--- config.mk ---
export PLATFORM = sky130hd
export DESIGN_NAME = config_read_register_bank
export DESIGN_NICKNAME = d
export VERILOG_FILES = /design/src/rtl/config_read_register_bank.sv
export SDC_FILE = /design/constraint.sdc
export NUM_CORES = 1
export LEC_CHECK = 0
export ABC_AREA = 0
export CAP_MARGIN = 30
export CORE_MARGIN = 3
export CORE_UTILIZATION = 35
export CTS_CLUSTER_SIZE = 12
export DETAILED_ROUTE_END_ITERATION = 16
export PLACE_DENSITY_LB_ADDON = 0.1
export REMOVE_ABC_BUFFERS = 1
export SLEW_MARGIN = 30
export SYNTH_ARGS = -nofsm -noshare
export SYNTH_HDL_FRONTEND = slang
export SYNTH_SLANG_ARGS = --single-unit
--- constraint.sdc ---
create_clock -name clk -period 2.2 [get_ports clk]
set_clock_uncertainty 0.15 [all_clocks]
set_input_delay 0.33 -clock clk [delete_from_list [all_inputs] [get_ports clk]]
set_output_delay 0.33 -clock clk [all_outputs]
set_load 0.01 [all_outputs]
--- src/rtl/config_read_register_bank.sv ---
// Read-only bank of configuration registers behind one read request/response port.
// Decodes a byte address to a register index, holds the response until consumed, and
// keeps per-register sticky event accumulators that clear when read.
module config_read_register_bank #(
    parameter int unsigned                AXIL_ADDR_BITS = 32,
    parameter int unsigned                AXIL_DATA_BITS = 32,
    parameter int unsigned                NUM_REGS       = 4,
    parameter logic [AXIL_ADDR_BITS-1:0]  BASE_ADDR      = '0,
    parameter int unsigned                ADDR_STRIDE    = 8,
    parameter int unsigned                VALUE_BITS     = 32,
    parameter logic [NUM_REGS-1:0]        STICKY_MASK    = '0
) (
    input  logic                           clk,
    input  logic                           rst,
    input  logic                           read_valid_i,
    output logic                           read_ready_o,
    input  logic [AXIL_ADDR_BITS-1:0]      read_addr_i,
    output logic                           resp_valid_o,
    input  logic                           resp_ready_i,
    output logic [AXIL_DATA_BITS-1:0]      resp_data_o,
    output logic                           resp_error_o,
    input  logic [NUM_REGS*VALUE_BITS-1:0] values_i
);

    localparam int unsigned IDX_W      = (NUM_REGS > 1) ? $clog2(NUM_REGS) : 1;
    localparam int unsigned STRIDE_LOG = $clog2(ADDR_STRIDE);
    localparam logic [AXIL_ADDR_BITS-1:0] ALIGN_MASK = AXIL_ADDR_BITS'(ADDR_STRIDE - 1);
    localparam logic [AXIL_ADDR_BITS:0]   SPAN       = (AXIL_ADDR_BITS + 1)'(NUM_REGS * ADDR_STRIDE);

    if (VALUE_BITS > AXIL_DATA_BITS) begin : g_chk_value_bits
        $error("VALUE_BITS must not exceed AXIL_DATA_BITS");
    end
    if (NUM_REGS < 1) begin : g_chk_num_regs
        $error("NUM_REGS must be at least 1");
    end
    if ((ADDR_STRIDE == 0) || ((ADDR_STRIDE & (ADDR_STRIDE - 1)) != 0)) begin : g_chk_stride
        $error("ADDR_STRIDE must be a power of two");
    end
    if ((BASE_ADDR & ALIGN_MASK) != '0) begin : g_chk_base
        $error("BASE_ADDR must be a multiple of ADDR_STRIDE");
    end

    typedef enum logic {
        IDLE    = 1'b0,
        RESPOND = 1'b1
    } state_e;

    state_e                    state_q, state_d;
    logic [AXIL_DATA_BITS-1:0] resp_data_q, resp_data_d;
    logic                      resp_error_q, resp_error_d;
    logic [VALUE_BITS-1:0]     acc_q [NUM_REGS];
    logic [VALUE_BITS-1:0]     acc_d [NUM_REGS];

    logic                      accept;
    logic [AXIL_ADDR_BITS:0]   offset_w;
    logic                      addr_hit;
    logic [IDX_W-1:0]          addr_idx;
    logic [VALUE_BITS-1:0]     snap_value;
    logic [NUM_REGS-1:0]       acc_clr;

    assign read_ready_o = (state_q == IDLE);
    assign resp_valid_o = (state_q == RESPOND);
    assign resp_data_o  = resp_data_q;
    assign resp_error_o = resp_error_q;
    assign accept       = read_valid_i && (state_q == IDLE);

    // The extra top bit makes an address below BASE_ADDR wrap far above SPAN,
    // so one unsigned compare covers both ends of the range.
    assign offset_w = {1'b0, read_addr_i} - {1'b0, BASE_ADDR};
    assign addr_hit = (offset_w < SPAN) && ((offset_w[AXIL_ADDR_BITS-1:0] & ALIGN_MASK) == '0);
    assign addr_idx = IDX_W'(offset_w[AXIL_ADDR_BITS-1:0] >> STRIDE_LOG);

    // NOTE: every variable driven here gets a default before the loop; without it a
    // path that skips the assignment would hold the old value and infer a latch.
    always_comb begin
        snap_value = '0;
        acc_clr    = '0;
        for (int i = 0; i < NUM_REGS; i++) begin
            if (addr_idx == IDX_W'(i)) begin
                snap_value = STICKY_MASK[i]
                           ? (acc_q[i] | values_i[i*VALUE_BITS +: VALUE_BITS])
                           : values_i[i*VALUE_BITS +: VALUE_BITS];
                acc_clr[i] = accept && addr_hit && STICKY_MASK[i];
            end
        end
    end

    // The live input is folded into the snapshot, so clearing here loses no event.
    always_comb begin
        for (int i = 0; i < NUM_REGS; i++) begin
            if (!STICKY_MASK[i] || acc_clr[i]) begin
                acc_d[i] = '0;
            end else begin
                acc_d[i] = acc_q[i] | values_i[i*VALUE_BITS +: VALUE_BITS];
            end
        end
    end

    always_comb begin
        state_d      = state_q;
        resp_data_d  = resp_data_q;
        resp_error_d = resp_error_q;
        unique case (state_q)
            IDLE: begin
                if (read_valid_i) begin
                    state_d      = RESPOND;
                    resp_error_d = !addr_hit;
                    resp_data_d  = addr_hit ? AXIL_DATA_BITS'(snap_value) : '0;
                end
            end
            RESPOND: begin
                if (resp_ready_i) begin
                    state_d = IDLE;
                end
            end
            default: state_d = IDLE;
        endcase
    end

    // NOTE: sequential state uses non-blocking assignments so every register samples
    // the pre-edge values regardless of statement order.
    always_ff @(posedge clk or posedge rst) begin
        if (rst) begin
            state_q      <= IDLE;
            resp_data_q  <= '0;
            resp_error_q <= 1'b0;
        end else begin
            state_q      <= state_d;
            resp_data_q  <= resp_data_d;
            resp_error_q <= resp_error_d;
        end
    end

    // NOTE: the accumulator array is reset on purpose: a reset must discard events
    // collected before it, so this storage cannot be left uninitialised like a RAM.
    always_ff @(posedge clk or posedge rst) begin
        if (rst) begin
            for (int i = 0; i < NUM_REGS; i++) begin
                acc_q[i] <= '0;
            end
        end else begin
            for (int i = 0; i < NUM_REGS; i++) begin
                acc_q[i] <= acc_d[i];
            end
        end
    end

endmodule

# --- Word-level counts from Yosys, hierarchy flattened ---
# Index checks and enable logic that the tools add are counted.
totals:
  regBits: 34
  in_bits: 164
  output_inout_bits: 35
  wordCells: 21
op_classes:
  order_cmp: 1
  eq_ne: 3
  muxes: 8
  n_bitwise: 1
  reduce_logical: 5
ops:
  columns: ["op", "n"]
  rows:
  - ["$mux 32", 5]
  - ["$logic_not 32->1", 1]
  - ["$lt 32x6->1 const B", 1]
  - ["$eq 2x2->1 const B", 2]
  - ["$eq 2x1->1 const B", 1]
  - ["$logic_not 2->1", 1]
  - ["$mux 1", 2]
  - ["$pmux 1 s2", 1]
  - ["$reduce_and 2->1", 1]
  - ["$logic_and 1x1->1", 1]
  - ["$logic_not 1->1", 1]
  - ["$not 1->1", 1]

# --- Longest topological paths before layout ---
# Gate-level depths: netlist (run 1).
logic_depth:
  ltp_word: 6
  mapped_depth: 5
  depth_no_buf: 3

# --- Least setup slack after synthesis (run 1) ---
# OpenSTA, ideal clock, no wires.
synth_timing:
  kind: "in2reg"
  from: "input port read_addr_i[3]"
  to: "register resp_data_q[0], in the netlist resp_data_o[0]"
  setup_ps: 126
  t_arrival_ps: 1284
  required_ps: 1924
  setup_slack_ps: 640
  cell_stages: 5
  n_path_buf: 2
  path_cell_list: "buf_4 buf_4 mux4_2 inv_1 o31ai_2"
synth_between:
  elab_chain_len: 6
  word_cells_on_any_way: 11
  classes_between: "1 x order compare; 3 x eq/ne; 5 x mux; 2 x reduce/logical"
synth_lines:
  columns: ["item", "line_no", "rtl"]
  rows:
  - ["from (decl)", "17", "input logic [AXIL_ADDR_BITS-1:0] read_addr_i,"]
  - ["parallel branches: the longest is 5 deep, another holds $lt 32x6->1", null, null]
  - ["$mux 32 *", "108", "resp_data_d = addr_hit ? AXIL_DATA_BITS'(snap_value) : '0;"]
  - ["to (signal assigned)", "129", "resp_data_q <= resp_data_d;"]
  - ["to (decl)", "49", "logic [AXIL_DATA_BITS-1:0] resp_data_q, resp_data_d;"]
# Every way passes the cells marked *.
# A chain may end at the register's enable or synchronous reset.

# --- Worst setup path after layout (run 1) ---
layout_timing:
  from: "register state_q, in the netlist resp_valid_o"
  to: "output port read_ready_o"
layout_between:
  elab_chain_len: 1
layout_lines:
  columns: ["item", "line_no", "rtl"]
  rows:
  - ["from (decl)", "48", "state_e state_q, state_d;"]
  - ["from (signal assigned)", "128", "state_q <= state_d;"]
  - ["$not 1->1", null, null]
  - ["to (decl)", "16", "output logic read_ready_o,"]
# Every way passes these cells.

==> results of run 1 <==
==> power by group <==
group | leakage, nW | internal, mW | switching (mW) | total (mW)
registers | 0.468 | 0.628 | 0.00290 | 0.631
logic | 1.34 | 0.371 | 0.150 | 0.521
clock network | 0.0482 | 0.252 | 0.214 | 0.466
==> final cells by class <==
type | count | area [sq um]
well taps | 77 | 96.3
fillers | 526 | 1960
multi-input cells | 109 | 1330
inverters | 35 | 131
clock inverters | 1 | 5.00
repair buffers | 204 | 2070
clock buffers | 7 | 86.3
flip-flops and latches | 34 | 851
==> registers in the layout (all words and copies together), names as in the netlist <==
signal / cells
resp_data_o: 32
resp_error_o: 1
resp_valid_o: 1
==> cells by family (layout without fill, tap and decap cells) <==
kind of cell           after synthesis  count (layout)
buffers and inverters               52             247
muxes                               32              32
AOI/OAI and AO/OA                   34              34
DFF                                 34              34
and+or+nand+nor                     43              43
==> per-layer routing <==
| metal | global-route usage (%) | share of wire (%) |
|---|---|---|
| met1 | 21.0 | 33 |
| met2 | 39.5 | 57 |
| met3 | 4.61 | 8.6 |
| met4 | 4.60 | 1.1 |
| met5 | 0 | 0 |
==> cell usage in the layout (no fill, tap or decap), drive strengths merged <==
cell and n:
mux4 32, nor4 7, clkinv 1, nand4 2, dfrtp 34, nand2 32, inv 35, nor4b 1
nand2b 1, clkbuf 7, buf 7, clkdlybuf4s50 197, o31ai 32, o21ai 1, a2bb2oi 1
==> critical path, delay by kind of cell (launching register included) <==
family / cells / cell delay [ns]
flip-flops: 1 / 0.41
buffers and inverters: 2 / 0.61
==> stage by stage <==
step,TNS (ns),hold slack [ns],worst slack [ns],area (sq um)
floorplan,-13.97,0.276,-0.491,2310
global placement,0,0.311,0.218,4480
detailed placement,0,0.321,0.136,4480
CTS,0,0.317,0.408,4570
global route,0,0.357,0.321,4570
finish,0,0.318,0.427,4570
==> final timing paths <==
check                          startpoint               to  slack (ns)  depth (start not counted)
max                          resp_valid_o     read_ready_o        0.43                          2
min                                   rst  resp_data_o[30]        0.32                          3
max reg2reg                  resp_valid_o  resp_data_o[20]        0.55                          4
min reg2reg                resp_data_o[1]   resp_data_o[1]        0.33                          2
max in group asynchronous             rst   resp_data_o[9]        1.28                          3
min in group clk           resp_data_o[1]   resp_data_o[1]        0.33                          2
==> results.yml, run 1 <==
grt:
  global_route_wire_length_before_repair_um: 12100
  grt_antenna_before_repair: 0
  global_route.usage.total_pct: 19.9
  first_global_vias: 2510
  grt_start_max_net_pins: 35
  grt_remaining_overflow: 0
critical_path:
  timing.critical_path.arrival_ns: 1.29
  worstPathRequired_ns: 1.72
  worst-setup-path-type: "flip-flop to primary output"
  endpoint_kind: "primary output"
  crit_path_max_fanout: 4
  critPathLaunchType: "flip-flop"
  crit_path_max_incr_delay_ns: 0.53
  critPathSlowestCell: "clkdlybuf4s50_1"
  path_cells: "inv_1, clkdlybuf4s50_1"
clocking:
  clock_sink_count: 34
  cts_tree: "yes"
  post_cts_resize_count: 0
  cts.htree.levels: 2
  cts.reportedPaths.clkPinSlew_ns: 0.07
  cts_made_buffers: 5
  cts-hold-fix-buffers: 0
  root_buffer: "clkbuf_8"
  clkLatencyLatePin_ns: 0.28
  clk_path_buf_depth: 2
  postCtsSetupBuffers: 0
routing:
  route.vias.total: 2354
  routed_wl_um: 7880
  drc_errors: 0
  detail_route.iter0.violations: 56
  wl_per_cell_um: 16.9
  first_pass_iters: 4
  postRouteAntennaNets: 0
  via_density_per_instance: 5.04
synth:
  synth_enable_flop_cells: 0
  post_synthesis_instance_area_sq_mm: 0.00242
  yosys-mux-area-fraction_pct: 29.7
  combinational_family_with_the_most_area_after_synthesis: "multiplexers"
  synth_seq_area_share_pct: 35.1
  post_synth_fa_ha_maj_area_fraction_pct: 0
  xor_xnor_share_of_the_synthesized_area_pct: 0
  synth.yosys.warnings: 0
  synth_compound_area_share_pct: 16.5
  synth_top_cells_by_count: "35 x inv_1, 34 x dfrtp_1, 32 x mux4_2, 32 x nand2_1, 29 x o31ai_2"
  synthSimpleGateAreaFrac_pct: 8.67
  ys_async_sr_fraction_pct: 100
  count_of_different_cell_masters_after_synthesis: 18
  synthMostInstantiatedCell: "inv_1"
  synthCells: 195
  yosys.area.top_type: "dfrtp_1"
  synth-seq-cells: 34
  postSynth.topFlopCell: "dfrtp_1"
  synth.top_cell.area_share_pct: 35.1
  avgSynthCellArea_sq_um: 12.4
  synthTopCellsByArea: "dfrtp_1 35%, mux4_2 30%, o31ai_2 15%, inv_1 5.4%, nand2_1 5.0%"
layout:
  final_layout_size_suffix_gt1_share_pct: 20.0
  finalNetCount: 553
  antenna_diode_count: 0
  post-route-util_pct: 70.0
  synthToLayoutAreaGrowth_pct: 88.5
  final_cell_count_no_fill: 467
placed_design:
  gp_congestion: 0.719
  io_buffer_count: 198
  hpwl_um: 6400
  dpl.cell_count: 459
pwr:
  fin_total_pwr_mw: 1.62
  p_per_area_mw_per_mm2: 354
  power.leakage_nw: 1.86
  irDropWorstVdd_mv: 0.195
floorplan:
  die_width_um: 89.2
  floorplan.rows: 29
  design.die.area_sq_mm: 0.00796
  die_y_um: 89.2
  core_area_sq_mm: 0.00653
  floorplan.initialDensity_pct: 37.1
  io_pins: 199
sta:
  timing_hold_violations_final: 0
  final.min_clock_period_ns: 1.77
  post-route-period-util_pct: 80.6
  max_clock_freq_mhz: 564
  final_max_tran_viols: 0
  grt_setup_unrepaired: "no"
  max_slew_headroom_pct: 71.8
  timing.final.setup_violations: 0
  tightestPinTransition_ns: 0.423
status:
  status: "complete, no violations"
job:
  maxCapViolations: 0
hold_path:
  hold_path_class: "input port to async pin"
Power figures use the tool's default switching activity.
==> inputs of run 2 (changes only) <==
- CORE_UTILIZATION: 35 -> 33
- clock period: 2.2 -> 1.8 ns (I/O delays scaled with it)
==> run 2 against run 1 <==
Compared with the run above:
- via count is 1.4% higher
- hold slack worse by 0.14 ns
- combinational power is 25% higher
- cell count rose by 4.7%
- power up 20%
- setup slack worse by 0.29 ns
- largest power group unchanged
- first-iteration DRC count up 54%
- highest routed layer unchanged
- critical path type is now input port to flip-flop
- sequential share of layout area down 0.22 points
- register-to-register slack worse by 0.31 ns
- critical endpoint is now resp_data_o[18]
- global-route usage decreased by 0.82 points
- flip-flop and latch count unchanged
==> results.yml, run 2 (synthesized netlist as in run 1, its figures left out) <==
layout:
  fillerInstances: 556
  finalNetCount: 557
  final_cell_count_no_fill: 489
  multi_input_area_sq_mm: 0.00133
  final_layout_size_suffix_gt1_share_pct: 20.4
  area.sequential_sq_um: 851
  post-route-util_pct: 66.6
  antenna_diode_count: 0
  layout.cells.most_common_list: "196 x clkdlybuf4s50_1, 35 x inv_1, 34 x dfrtp_1, 32 x mux4_2, 32 x nand2_1"
  synthToLayoutAreaGrowth_pct: 90.8
  layout_commonest_cell: "clkdlybuf4s50_1"
  largest_register_ffs: 32
critical_path:
  timing.critical_path.depth: 5
  ff2ff_setup_slack_ns: 0.24
  critPathSlowestCell: "clkdlybuf4s50_1"
  worst-setup-path-type: "input port to flip-flop"
  r2r_start: "resp_valid_o"
  reg2reg_to: "resp_data_o[18]"
  critPathLaunchType: "input port"
  r2r.worst_path.cells: 4
  crit_end: "resp_data_o[18]"
  worstPathRequired_ns: 1.83
  crit_path_max_fanout: 33
  crit_start: "read_addr_i[29]"
  timing.critical_path.buf_inv: 2
  endpoint_kind: "flip-flop"
  path_cells: "clkdlybuf4s50_1, nor4_1, nand4_1, buf_12, o31ai_1"
  timing.critical_path.arrival_ns: 1.70
  path_delay_family: "buffers and inverters"
  crit_path_max_incr_delay_ns: 0.40
sta:
  timing_hold_violations_final: 0
  timing.final.setup_violations: 0
  final_max_tran_viols: 0
  tightestPinTransition_ns: 0.312
  post-route-period-util_pct: 92.5
  final.min_clock_period_ns: 1.66
  max_clock_freq_mhz: 601
  max_slew_headroom_pct: 79.0
  grt_setup_unrepaired: "no"
hold_path:
  hold_path_class: "input port to async pin"
floorplan:
  floorplan.rows: 30
  core_area_sq_mm: 0.00694
  die_y_um: 91.7
  die_width_um: 91.7
  floorplan.initialDensity_pct: 34.9
  io_pins: 199
  design.die.area_sq_mm: 0.00841
grt:
  first_global_vias: 2651
  grt_start_max_net_pins: 35
  global_route_wire_length_before_repair_um: 12900
  grt_remaining_overflow: 0
  grt_antenna_before_repair: 0
  global_route.usage.total_pct: 19.1
clocking:
  cts_tree: "yes"
  cts_made_buffers: 5
  clk_path_buf_depth: 2
  postCtsSetupBuffers: 0
  cts-hold-fix-buffers: 0
  root_buffer: "clkbuf_8"
  cts.htree.levels: 2
  post_cts_resize_count: 0
  clkLatencyLatePin_ns: 0.27
  cts.reportedPaths.clkPinSlew_ns: 0.06
  clock_sink_count: 34
pwr:
  power.combinational.fraction_pct: 33.6
  p_per_area_mw_per_mm2: 419
  switching_power_uw: 440
  fin_total_pwr_mw: 1.94
  pwr-share-seq_pct: 39.8
  internal_power_mw: 1.50
  irDropWorstVdd_mv: 0.242
  switching_share_pct: 22.7
  clockPowerShare_pct: 26.6
  power.leakage_nw: 1.88
routing:
  detail_route.iter0.violations: 86
  via_density_per_instance: 4.88
  route.vias.total: 2386
  postRouteAntennaNets: 0
  wl_per_cell_um: 16.0
  routed_wl_um: 7800
  first_pass_iters: 4
  drc_errors: 0
placed_design:
  dpl.cell_count: 482
  gp_congestion: 0.702
  hpwl_um: 6480
  io_buffer_count: 198
job:
  maxCapViolations: 0
status:
  status: "complete, no violations"
==> run 2: layout make-up <==
cell class / count / area share [%]
Multi-Input combinational cell: 109 / 28.8
Sequential cell: 34 / 18.4
Tap cell: 96 / 2.60
Timing Repair Buffer: 208 / 45.8
Inverter: 35 / 2.84
Clock buffer: 7 / 1.65
==> run 2: per-layer routing <==
layer / global-route usage (%) / part of all wire (%) / vias to the layer above
met5: 0 / 0 / -
met4: 4.08 / 0.95 / 0
met3: 6.56 / 10 / 5
met2: 34.5 / 53 / 127
met1: 21.7 / 36 / 1140
li1: - / - / 1114
==> run 2: power by group through the flow <==
stage                     logic, mW  registers (mW)  clock network [mW]
after global routing          0.704           0.771               0.580
after global placement        0.651           0.785                   0
final                         0.651           0.771               0.516
after detailed placement      0.662           0.785                   0
after floorplan               0.201           0.786                   0
after CTS                     0.664           0.771               0.537
==> run 2: worst register-to-register path, stage by stage (launching register included) <==
cell,delay [ns]
dfrtp_1,0.41
nor4b_2,0.21
nand4_1,0.19
buf_12,0.25
o31ai_1,0.25
==> run 2: stage by stage <==
step	cell area [sq um]	TNS (ns)	setup slack (ns)	hold WS [ns]
after global placement	4550	-4.11	-0.132	0.309
after global routing	4630	0	0.0305	0.196
after detailed placement	4550	-5.11	-0.190	0.319
after floorplan	2310	-27.17	-0.891	0.216
after CTS	4620	0	0.0706	0.181
final	4630	0	0.135	0.180
==> run 2: how the worst min path moves through the flow <==
stage | from | endpoint | slack (ns) | cells after the start
6_report | rst | resp_data_o[7] | 0.18 | 3
3_3_place_gp | resp_data_o[18] | resp_data_o[18] | 0.31 | 2
2_1_floorplan | resp_ready_i | resp_valid_o | 0.22 | 1
4_1_cts | rst | resp_data_o[7] | 0.18 | 3
3_5_place_dp | resp_data_o[28] | resp_data_o[28] | 0.32 | 2
5_1_grt | rst | resp_data_o[14] | 0.20 | 3
==> inputs of run 3 (changes only) <==
- GPL_TIMING_DRIVEN: default -> 0
- HOLD_SLACK_MARGIN: default -> 0.12
==> run 3 against run 2 <==
Compared with the run above:
- via count increased by 3.5%
- sequential share of layout area fell by 1.2 points
- cell area up 7.1%
- hold slack improved by 0.10 ns
- sequential power is essentially flat
- register-to-register slack lost 0.21 ns
- global-route usage up 0.63 points
==> results.yml, run 3 (synthesized netlist as in run 1, its figures left out) <==
status:
  status: "complete, no violations"
routing:
  routed_wl_um: 8570
  drc_errors: 0
  detail_route.iter0.violations: 39
  first_pass_iters: 4
  route.vias.total: 2469
  via_density_per_instance: 4.96
  wl_per_cell_um: 17.2
  postRouteAntennaNets: 0
critical_path:
  cp_common_cell: "buf_12"
  critPathLaunchType: "input port"
  critPathSlowestCell: "clkdlybuf4s50_1"
  crit_path_max_fanout: 9
  r2r_start: "resp_valid_o"
  endpoint_kind: "flip-flop"
  reg2reg_to: "resp_data_o[0]"
  timing.critical_path.arrival_ns: 1.84
  worst-setup-path-type: "input port to flip-flop"
  crit_path_max_incr_delay_ns: 0.43
  path_cells: "clkdlybuf4s50_1, nor4_2, nand4_1, buf_6, buf_12, buf_12, o31ai_2"
  ff2ff_setup_slack_ns: 0.03
  worstPathRequired_ns: 1.84
  r2r.worst_path.cells: 6
sta:
  timing.final.setup_violations: 0
  hold_slack_ns: 0.284
  grt_setup_unrepaired: "yes"
  tightestPinTransition_ns: 0.725
  max_slew_headroom_pct: 51.6
  final.min_clock_period_ns: 1.80
  final_max_tran_viols: 0
  post-route-period-util_pct: 99.9
  max_clock_freq_mhz: 556
  timing_hold_violations_final: 0
layout:
  antenna_diode_count: 0
  layout.cells.most_common_list: "189 x clkdlybuf4s50_1, 34 x inv_1, 34 x dfrtp_1, 32 x mux4_2, 32 x nand2_1"
  layout_commonest_cell: "clkdlybuf4s50_1"
  final_layout_size_suffix_gt1_share_pct: 24.9
  largest_register_ffs: 32
  post-route-util_pct: 71.3
  finalNetCount: 565
  synthToLayoutAreaGrowth_pct: 104
clocking:
  cts_tree: "yes"
  cts.htree.levels: 2
  clk_path_buf_depth: 2
  clkLatencyLatePin_ns: 0.28
  cts_made_buffers: 5
  root_buffer: "clkbuf_8"
  cts-hold-fix-buffers: 0
  clock_sink_count: 34
  cts.reportedPaths.clkPinSlew_ns: 0.08
floorplan:
  die_width_um: 91.7
  floorplan.initialDensity_pct: 34.9
  floorplan.rows: 30
  core_area_sq_mm: 0.00694
  die_y_um: 91.7
  io_pins: 199
  design.die.area_sq_mm: 0.00841
placed_design:
  gp_congestion: 0.710
  hpwl_um: 6420
  io_buffer_count: 198
grt:
  grt_start_max_net_pins: 35
  global_route.usage.total_pct: 19.7
  grt_antenna_before_repair: 0
  grt_remaining_overflow: 0
  first_global_vias: 2578
  global_route_wire_length_before_repair_um: 13100
pwr:
  irDropWorstVdd_mv: 0.224
  p_per_area_mw_per_mm2: 409
  power.leakage_nw: 2.03
hold_path:
  hold_path_class: "input port to async pin"
job:
  maxCapViolations: 0
==> run 3: changes by cell type in the layout (fill, tap and decap cells not counted), sizes merged <==
cell           previous run  this run
clkinv                    0         1
nand4                     2         3
buf                      11        19
clkdlybuf4s50           196       189
dlymetal6s2s              1         7
==> run 3: final cells by class <==
| class | count | area, sq um |
|---|---|---|
| inverters | 35 | 131 |
| repair buffers | 215 | 2210 |
| well taps | 96 | 120 |
| multi-input cells | 110 | 1550 |
| fillers | 499 | 1990 |
| clock inverters | 1 | 5.00 |
| clock buffers | 7 | 86.3 |
| flip-flops and latches | 34 | 851 |
==> run 3: worst max-delay path by stage <==
| stage | startpoint | end | slack, ns |
|---|---|---|---|
| final | read_addr_i[27] | resp_data_o[0] | 0.002 |
| after CTS | read_addr_i[2] | resp_data_o[15] | -0.01 |
| after global routing | resp_valid_o | resp_data_o[29] | -0.04 |
| after detailed placement | read_addr_i[8] | resp_data_o[15] | -0.83 |
| after floorplan | resp_valid_o | resp_data_o[18] | -0.89 |
| after global placement | read_addr_i[19] | resp_data_o[20] | -1.98 |
==> run 3: critical path: cells and delay by family <==
| kind | cells | cell delay (ns) |
|---|---|---|
| AO/OA/AOI/OAI | 1 | 0.20 |
| buffers and inverters | 4 | 0.90 |
| AND/OR/NAND/NOR | 2 | 0.47 |
==> run 3: metal layers <==
| layer | share of wire (%) | global-route usage [%] | wire [um] |
|---|---|---|---|
| met4 | 1.4 | 5.20 | 119 |
| met2 | 54 | 36.1 | 4670 |
| met5 | 0 | 0 | 0 |
| met1 | 35 | 21.5 | 2990 |
| met3 | 9.2 | 6.97 | 792 |
==> run 3: what timing repair did <==
action                                  in CTS  in global routing
pin swaps                                    5                 13
buffers inserted                             5                  7
hold endpoints to repair                     0                  0
resized for setup                           11                 32
gates cloned                                 1                  0
endpoints found under the setup margin      33                 31
==> run 3: power by group <==
part | switching (mW) | internal [mW] | total [mW] | leakage, nW
combinational | 0.214 | 0.451 | 0.665 | 1.51
clock | 0.282 | 0.309 | 0.591 | 0.0482
sequential | 0.00469 | 0.767 | 0.772 | 0.468
==> run 3: metrics by stage <==
| stage | setup WS, ns | total power, mW | instances | area [sq um] | setup TNS [ns] |
|---|---|---|---|---|---|
| 2_1_floorplan | -0.891 | 0.987 | 178 | 2310 | -27.17 |
| 3_3_place_gp | -1.98 | 1.42 | 472 | 4410 | -69.05 |
| 3_5_place_dp | -0.828 | 1.43 | 477 | 4480 | -25.48 |
| 4_1_cts | -0.0128 | 2.04 | 491 | 4720 | -0.0383 |
| 5_1_grt | -0.0397 | 2.12 | 498 | 4950 | -0.247 |
| 6_report | 0.00185 | 2.03 | 498 | 4950 | 0 |
==> patch, RTL diff (config.mk and constraints of run 3) <==
The parameter `VALUE_BITS` goes from 32 to 16.
--- a/src/rtl/config_read_register_bank.sv
+++ b/src/rtl/config_read_register_bank.sv
@@ -8,5 +8,5 @@
     parameter logic [AXIL_ADDR_BITS-1:0]  BASE_ADDR      = '0,
     parameter int unsigned                ADDR_STRIDE    = 8,
-    parameter int unsigned                VALUE_BITS     = 32,
+    parameter int unsigned                VALUE_BITS     = 16,
     parameter logic [NUM_REGS-1:0]        STICKY_MASK    = '0
 ) (
Interface: changed (resized values_i); port bits go from 199 to 135. The function was not compared with the original's and may differ.
==> patch against run 3 <==
Setup slack improved by 110 ps; largest cell class unchanged; combinational power down 42%; global-route usage fell by 2.0 points; fmax rose by 6.4%; synthesized area decreased by 41%; wire length fell by 48%; final area down 46%; sequential cell count fell by 16; total power decreased by 44%; critical endpoint is now read_ready_o.
==> patch: results (changes against run 3) <==
* DRT iter0 DRCs at 25 (was 39)
* Worst R2R End: resp_valid_o$_DFF_PP0_ (was resp_data_o[0]$_DFFE_PP0P_)
* Total GRT Usage at 17.7% (was 19.7%)
* PortBufs at 118 (was 198)
* Final Hold Slack at 272 ps (was 284 ps)
* CTS Buf Count at 3 (was 5)
* Postcts setup bufs at 1 (was 5)
* Peak supply drop at 0.000308 V (was 0.000224 V)
* Async S/R FF share, synth at 100% (unchanged)
* Lkg Pwr at 1.07 nW (was 2.03 nW)
* Slowest cell on crit path: clkdlybuf4s50_1 (unchanged)
* Crit Path Max Fanout at 4 (was 9)
* Gpl congestion at 0.761 (was 0.710)
* Outcome: finished, final reports clean (unchanged)
* Largest register FFs at 16 (was 32)
* Worst R2R Start: resp_valid_o$_DFF_PP0_ (unchanged)
* Vias in the first global route at 1577 (was 2578)
* Largest net degree at the start of global routing at 19 (was 35)
* DR WL met3 at 425 um (was 792 um)
* First-pass DRT Iterations at 4 (unchanged)
* Number of gates resized after CTS at 3 (was 11)
* Post-synthesis mux area share at 25.0% (was 29.7%)
* DR vias/cell at 4.84 (was 4.96)
* Share of layout cells above drive strength 1 at 18.0% (was 24.9%)
* Clock transition at the registers of the reported paths at 70 ps
* Worst-case reg-to-reg path depth at 2 (was 6)
* Nets at 340 (was 565)
* Top cells by area, synth: dfrtp_1 31%, mux4_2 25%, buf_4 8.8% (was dfrtp_1 35%, mux4_2 30%, o31ai_2 15%)
* Met1 WL at 1.48 mm (was 2.99 mm)
* First-pass GRT wire length at 7.16 mm (was 13.1 mm)
* Synth cell count leaders: 18 x dfrtp_1, 17 x buf_4, 16 x mux4_2, 16 x nand2_1, 10 x inv_1 (was 35 x inv_1, 34 x dfrtp_1, 32 x mux4_2, 32 x nand2_1, 29 x o31ai_2)
* Compound-Gate Fraction of Synth Area at 12.4% (was 16.5%)
* Post-DP HPWL at 3.75 mm (was 6.42 mm)
* Routed met2 length at 2.50 mm (was 4.67 mm)
* R2r setup slk at 250 ps (was 30 ps)
* Slew headroom at 46.6% (was 51.6%)
* CTS H-tree depth at 1 (was 2)
* Sequential area share after synthesis at 31.2% (was 35.1%)
* Synth cell types at 20 (was 18)
* Cell family contributing the most delay on the critical path: buffers and inverters (unchanged)
* Peak per-stage delay on the critical path at 530 ps (was 430 ps)
* Max layer used: met4 (unchanged)
* Routed WL at 4.47 mm (was 8.57 mm)
* Hold Crit Class: in2async (unchanged)
* # diodes at 0 (unchanged)
* Fillers at 333 (was 499)
* Yosys warns at 0 (unchanged)
* Clk_lat worst skew at 250 ps (was 280 ps)
* Max Buffers Root-to-Sink at 2 (unchanged)
* Critical Path AT at 1270 ps (was 1840 ps)
* Post-Synth Adder-Cell Area at 0% (unchanged)
-- patch: power breakdown --
part	total [mW]	switching [mW]	internal (mW)
sequential	0.411	0.00353	0.408
clock	0.326	0.132	0.194
combinational	0.389	0.126	0.264
total	1.13	0.261	0.865
-- patch: worst max path at each step --
stage | endpoint | slack (ps) | cells past startpoint | startpoint
2_1_floorplan | resp_data_o[0]$_DFFE_PP0P_ | 160 | 3 | resp_valid_o$_DFF_PP0_
3_3_place_gp | resp_data_o[0]$_DFFE_PP0P_ | -740 | 4 | read_addr_i[3]
3_5_place_dp | resp_data_o[5]$_DFFE_PP0P_ | -480 | 4 | read_addr_i[28]
4_1_cts | resp_data_o[1]$_DFFE_PP0P_ | -2 | 4 | read_addr_i[28]
5_1_grt | resp_data_o[14]$_DFFE_PP0P_ | 30 | 5 | read_addr_i[7]
6_report | read_ready_o | 110 | 2 | resp_valid_o$_DFF_PP0_
-- patch: metrics by stage --
| stage | cells | instance area (um2) | setup slack, ps | util (%) | power [mW] |
|---|---|---|---|---|---|
| 6_report | 289 | 2670 | 110 | 64.9 | 1.13 |
| 5_1_grt | 289 | 2670 | 25.6 | 64.9 | 1.19 |
| 4_1_cts | 287 | 2650 | -1.73 | 64.3 | 1.15 |
| 3_5_place_dp | 282 | 2550 | -483 | 62.1 | 0.811 |
| 3_3_place_gp | 282 | 2560 | -742 | 62.2 | 0.803 |
| 2_1_floorplan | 114 | 1320 | 158 | - | 0.543 |
-- patch: cell type report --
cell class	instances	area share, %
clock buffers	4	2.06
inverters	19	2.67
multi-input cells	77	30.3
flip-flops and latches	18	16.9
well taps	50	2.34
repair buffers	121	45.7
-- patch: layer usage --
layer,track usage (%),vias up
met5,0,-
met4,6.05,0
met3,4.16,6
met2,35.1,93
met1,17.6,653
li1,-,646
